`config.mk`:
```
export PLATFORM = sky130hd
export DESIGN_NAME = cond_logic_mctx
export DESIGN_NICKNAME = d
export VERILOG_FILES = /design/src/rtl/cond_logic_mctx.sv
export SDC_FILE = /design/constraint.sdc
export NUM_CORES = 1
export LEC_CHECK = 0
export CORE_ASPECT_RATIO = 0.6
export CORE_UTILIZATION = 52
export DETAILED_ROUTE_END_ITERATION = 10
export PLACE_DENSITY = 0.91
export SETUP_SLACK_MARGIN = 0.3
export SYNTH_ARGS = -nofsm -noshare
export SYNTH_HDL_FRONTEND = slang
export SYNTH_SLANG_ARGS = --single-unit
```
`constraint.sdc`:
```
create_clock -name clk -period 8.4 [get_ports clk]
set_input_delay 0.84 -clock clk [delete_from_list [all_inputs] [get_ports clk]]
set_output_delay 0.84 -clock clk [all_outputs]
set_load 0.03 [all_outputs]
```
`src/rtl/cond_logic_mctx.sv`:
```
// Conditional-execution unit: per-context NZCV flag banks and IT-block sequencers,
// gating PCSrc/RegWrite/MemWrite and flag writes on the evaluated condition.
module cond_logic_mctx #(
   parameter int unsigned NCTX = 2,
   parameter bit          ITEN = 1'b1,
   localparam int unsigned CW  = (NCTX > 1) ? $clog2(NCTX) : 1
) (
   input  logic          clk,
   input  logic          reset,
   input  logic          Valid,
   input  logic          Stall,
   input  logic [CW-1:0] Ctx,
   input  logic [3:0]    Cond,
   input  logic [3:0]    ALUFlags,
   input  logic [1:0]    FlagW,
   input  logic          PCS,
   input  logic          RegW,
   input  logic          MemW,
   input  logic          ITStart,
   input  logic [3:0]    ITCond,
   input  logic [3:0]    ITMask,
   output logic          CondEx,
   output logic          PCSrc,
   output logic          RegWrite,
   output logic          MemWrite,
   output logic          InIT,
   output logic [3:0]    FlagsOut
);

   logic [3:0] flags [NCTX];
   logic [7:0] its   [NCTX];

   logic          ctx_ok;
   logic [CW-1:0] idx;
   logic [3:0]    cur_flags;
   logic [7:0]    cur_its;
   logic [7:0]    its_nxt;
   logic          act, it_act, it_load, it_adv;
   logic [3:0]    ec;
   logic          n, z, c, v, ge, pass, go;

   // Out-of-range contexts read as all-zero state and never update.
   assign ctx_ok    = ({{(32-CW){1'b0}}, Ctx} < NCTX);
   assign idx       = ctx_ok ? Ctx : '0;
   assign cur_flags = ctx_ok ? flags[idx] : '0;
   assign cur_its   = ctx_ok ? its[idx]   : '0;

   assign act     = Valid & ~Stall & ctx_ok;
   assign it_act  = ITEN & (cur_its[3:0] != 4'b0000);
   assign it_load = act & ITEN & ITStart & ~it_act & (ITMask != 4'b0000);
   assign it_adv  = act & it_act & ~it_load;

   assign ec = it_act ? cur_its[7:4] : Cond;
   assign {n, z, c, v} = cur_flags;
   assign ge = (n == v);

   always_comb begin
      pass = 1'b0;
      unique case (ec)
         4'b0000: pass = z;
         4'b0001: pass = ~z;
         4'b0010: pass = c;
         4'b0011: pass = ~c;
         4'b0100: pass = n;
         4'b0101: pass = ~n;
         4'b0110: pass = v;
         4'b0111: pass = ~v;
         4'b1000: pass = c & ~z;
         4'b1001: pass = ~(c & ~z);
         4'b1010: pass = ge;
         4'b1011: pass = ~ge;
         4'b1100: pass = ~z & ge;
         4'b1101: pass = ~(~z & ge);
         4'b1110: pass = 1'b1;
         4'b1111: pass = 1'b0;
      endcase
   end

   assign go       = act & pass;
   assign CondEx   = go;
   assign PCSrc    = PCS & go;
   assign RegWrite = RegW & go;
   assign MemWrite = MemW & go;
   assign InIT     = it_act & ctx_ok;
   assign FlagsOut = cur_flags;

   // Advance shifts only [4:0]; the base condition bits [7:5] stay fixed.
   always_comb begin
      its_nxt = cur_its;
      if (it_load)
         its_nxt = {ITCond, ITMask};
      else if (it_adv)
         its_nxt = (cur_its[2:0] == 3'b000) ? 8'h00 : {cur_its[7:5], cur_its[3:0], 1'b0};
   end

   always_ff @(posedge clk or negedge reset) begin
      if (!reset) begin
         for (int unsigned k = 0; k < NCTX; k++) begin
            flags[k] <= '0;
            its[k]   <= '0;
         end
      end else if (act) begin
         for (int unsigned k = 0; k < NCTX; k++) begin
            if (CW'(k) == idx) begin
               if (go && FlagW[1]) flags[k][3:2] <= ALUFlags[3:2];
               if (go && FlagW[0]) flags[k][1:0] <= ALUFlags[1:0];
               its[k] <= its_nxt;
            end
         end
      end
   end

endmodule

```
==> flow_summary.json <==
{
  "rsz0062_at_grt": "no",
  "crit_chain": "clkdlybuf4s50_1 > or4b_1 > a21oi_4 > inv_2 > a21oi_2 > mux2i_1 > mux2i_1 > a31oi_1 > and2_1 > clkdlybuf4s50_1",
  "slowest_delay_ps": 1040,
  "irDropWorstVdd_mv": 0.134,
  "tightest_slew_ps": 1080,
  "synth_edf_count": 0,
  "synth.yosys.warnings": 0,
  "die_y_um": 44.7,
  "finalSetupViolations": 0,
  "layout.nets": 227,
  "power_uw": 539,
  "place_area_um2": 1950,
  "critPathBufInv": 3,
  "vias": 1413,
  "dr.pass1.iters": 4,
  "num_rows": 15,
  "post-place-ws_ps": 2850,
  "root_buffer": "clkbuf_8",
  "cts_tree": "done",
  "relSlewSlack_pct": 27.6,
  "r2r_setup_slack_ps": 5380,
  "dieArea_um2": 3270,
  "hp-class": "reg2reg",
  "remaining_drc_errors": 0,
  "fin_ws_ps": 2810,
  "drive_gt1_share_pct": 11.6,
  "clockBufferDepth": 2,
  "start_util_pct": 55.1,
  "ys_ff_latch": 24,
  "syn_nets": 192,
  "min_period_ps": 5590,
  "ys.flop_type": "dfrtp_1",
  "synth-seq-area-share_pct": 38.0,
  "clkSinkCount": 24,
  "synth_async_sr_flop_share_pct": 100,
  "leakage_nw": 0.815,
  "path_max_fanout": 20,
  "wl_per_cell_um": 16.0,
  "seqCellArea_um2": 601,
  "status": "finished clean",
  "power_density_nw_per_um2": 266,
  "hold_ws_ps": 491,
  "final.setup.tns_ps": 0,
  "critPathRequiredTime_ps": 7560,
  "crit_family": "buffers and inverters",
  "pin_count": 36,
  "synth_area_per_cell_um2": 9.58,
  "synth_area_um2": 1580,
  "grt_pass1_wl_um": 6500,
  "cts_hold_buf": 0,
  "core_area_um2": 2870,
  "antenna-diode-count": 0,
  "skew_ps": 4.77,
  "antenna_left": 0,
  "crit_path_start_kind": "primary input",
  "grt_max_degree": 25,
  "fmax_mhz": 179,
  "end_kind": "primary output",
  "area_growth_pct": 28.1,
  "mostFrequentLayoutCells": "clkdlybuf4s50_1, dfrtp_1, nand2_1, o21ai_0, mux2i_1",
  "finalHoldViolCount": 0,
  "via_per_inst": 5.86,
  "syn_inst": 165,
  "cp.arrival_ps": 4750,
  "insertion_delay_ps": 270,
  "antenna_found_initial": 0,
  "grt.total_usage_pct": 26.5,
  "cts-buffers-inserted": 3,
  "crit_slowest_cell": "clkdlybuf4s50_1",
  "worstSetupPathType": "in2out",
  "final_area_um2": 2030,
  "cts-resized-gates": 0,
  "cts_setup_buffers": 0,
  "grt_pass1_vias": 1350,
  "synthDistinctLibCells": 42,
  "multi_input_area_um2": 932,
  "place.gp.congestion": 0.921,
  "slew_violations": 0,
  "die_w_um": 73.2,
  "totalWireLength_um": 3870,
  "drtIter0Drc": 164,
  "fill_cells": 194,
  "grt_overflow_total": 0,
  "portBuffers": 35,
  "maxCapViolations": 0,
  "layout_commonest_cell": "clkdlybuf4s50_1",
  "clk_pin_slew_ps": 80,
  "htree_num_levels": 1,
  "hpwl_um": 3040,
  "post-route-period-util_pct": 66.6
}
[sequential cells by signal (all words and copies together), names as in the netlist]
| signal | flops |
|---|---|
| flags | 8 |
| its | 16 |
[cell families (layout without fill, tap and decap cells)]
family | Yosys count | count (layout) | synth area share (%)
compound gates | 48 | 48 | 21.0
simple gates | 51 | 51 | 15.7
buf+inv | 9 | 43 | 3.09
flops | 24 | 24 | 38.0
xor+xnor | 4 | 4 | 2.21
mux | 29 | 29 | 19.9
[metrics by stage]
step | cells | utilization, %
floorplan | 165 | -
global placement | 237 | 68.1
detailed placement | 237 | 68.1
CTS | 241 | 70.5
global route | 241 | 70.5
finish | 241 | 70.5
[cell type report]
cell class | count | area share [%]
clock buffers | 3 | 2.04
clock inverters | 1 | 1.48
inverters | 3 | 0.556
multi-input cells | 132 | 46.0
flip-flops and latches | 24 | 29.6
well taps | 42 | 2.59
repair buffers | 36 | 17.7
[power by group]
part           switching (mW)  internal [mW]
Sequential             0.0236          0.150
Combinational           0.146          0.116
Clock                  0.0389         0.0638
Total                   0.208          0.330
[final timing paths]
check,from,to,cells past startpoint
min reg2reg,its[6]$_DFFE_PN0P_,its[6]$_DFFE_PN0P_,2
max,Ctx,PCSrc,10
max in group asynchronous,reset,its[7]$_DFFE_PN0P_,1
min,its[6]$_DFFE_PN0P_,its[6]$_DFFE_PN0P_,2
max reg2reg,its[1]$_DFFE_PN0P_,flags[0]$_DFFE_PN0P_,8
min in group asynchronous,reset,flags[6]$_DFFE_PN0P_,1
[synth_stat cells, types with 4 or more instances]
master / n / area, um2
mux2_1: 8 / 90.1
xnor2_1: 4 / 35.0
o21ai_0: 17 / 85.1
dfrtp_1: 24 / 601
nor2_1: 7 / 26.3
a21oi_1: 6 / 30.0
a22oi_1: 4 / 30.0
nand3_1: 4 / 20.0
mux2i_1: 12 / 120
a31oi_1: 4 / 25.0
mux2_2: 8 / 90.1
nor2b_1: 5 / 31.3
nand2_1: 22 / 82.6
[worst min-delay path, cell delays in order (launching register included)]
cell and delay, ps:
dfrtp_1 350, nand2_1 40, o21ai_0 60
[layer usage]
metal	vias to the layer above	GRT usage (%)	routed length [um]
met5	-	0	0
met3	7	4.69	263
met4	0	7.45	42
li1	676	-	-
met2	58	42.8	1710
met1	672	37.3	1850
Power figures use the tool's default switching activity.
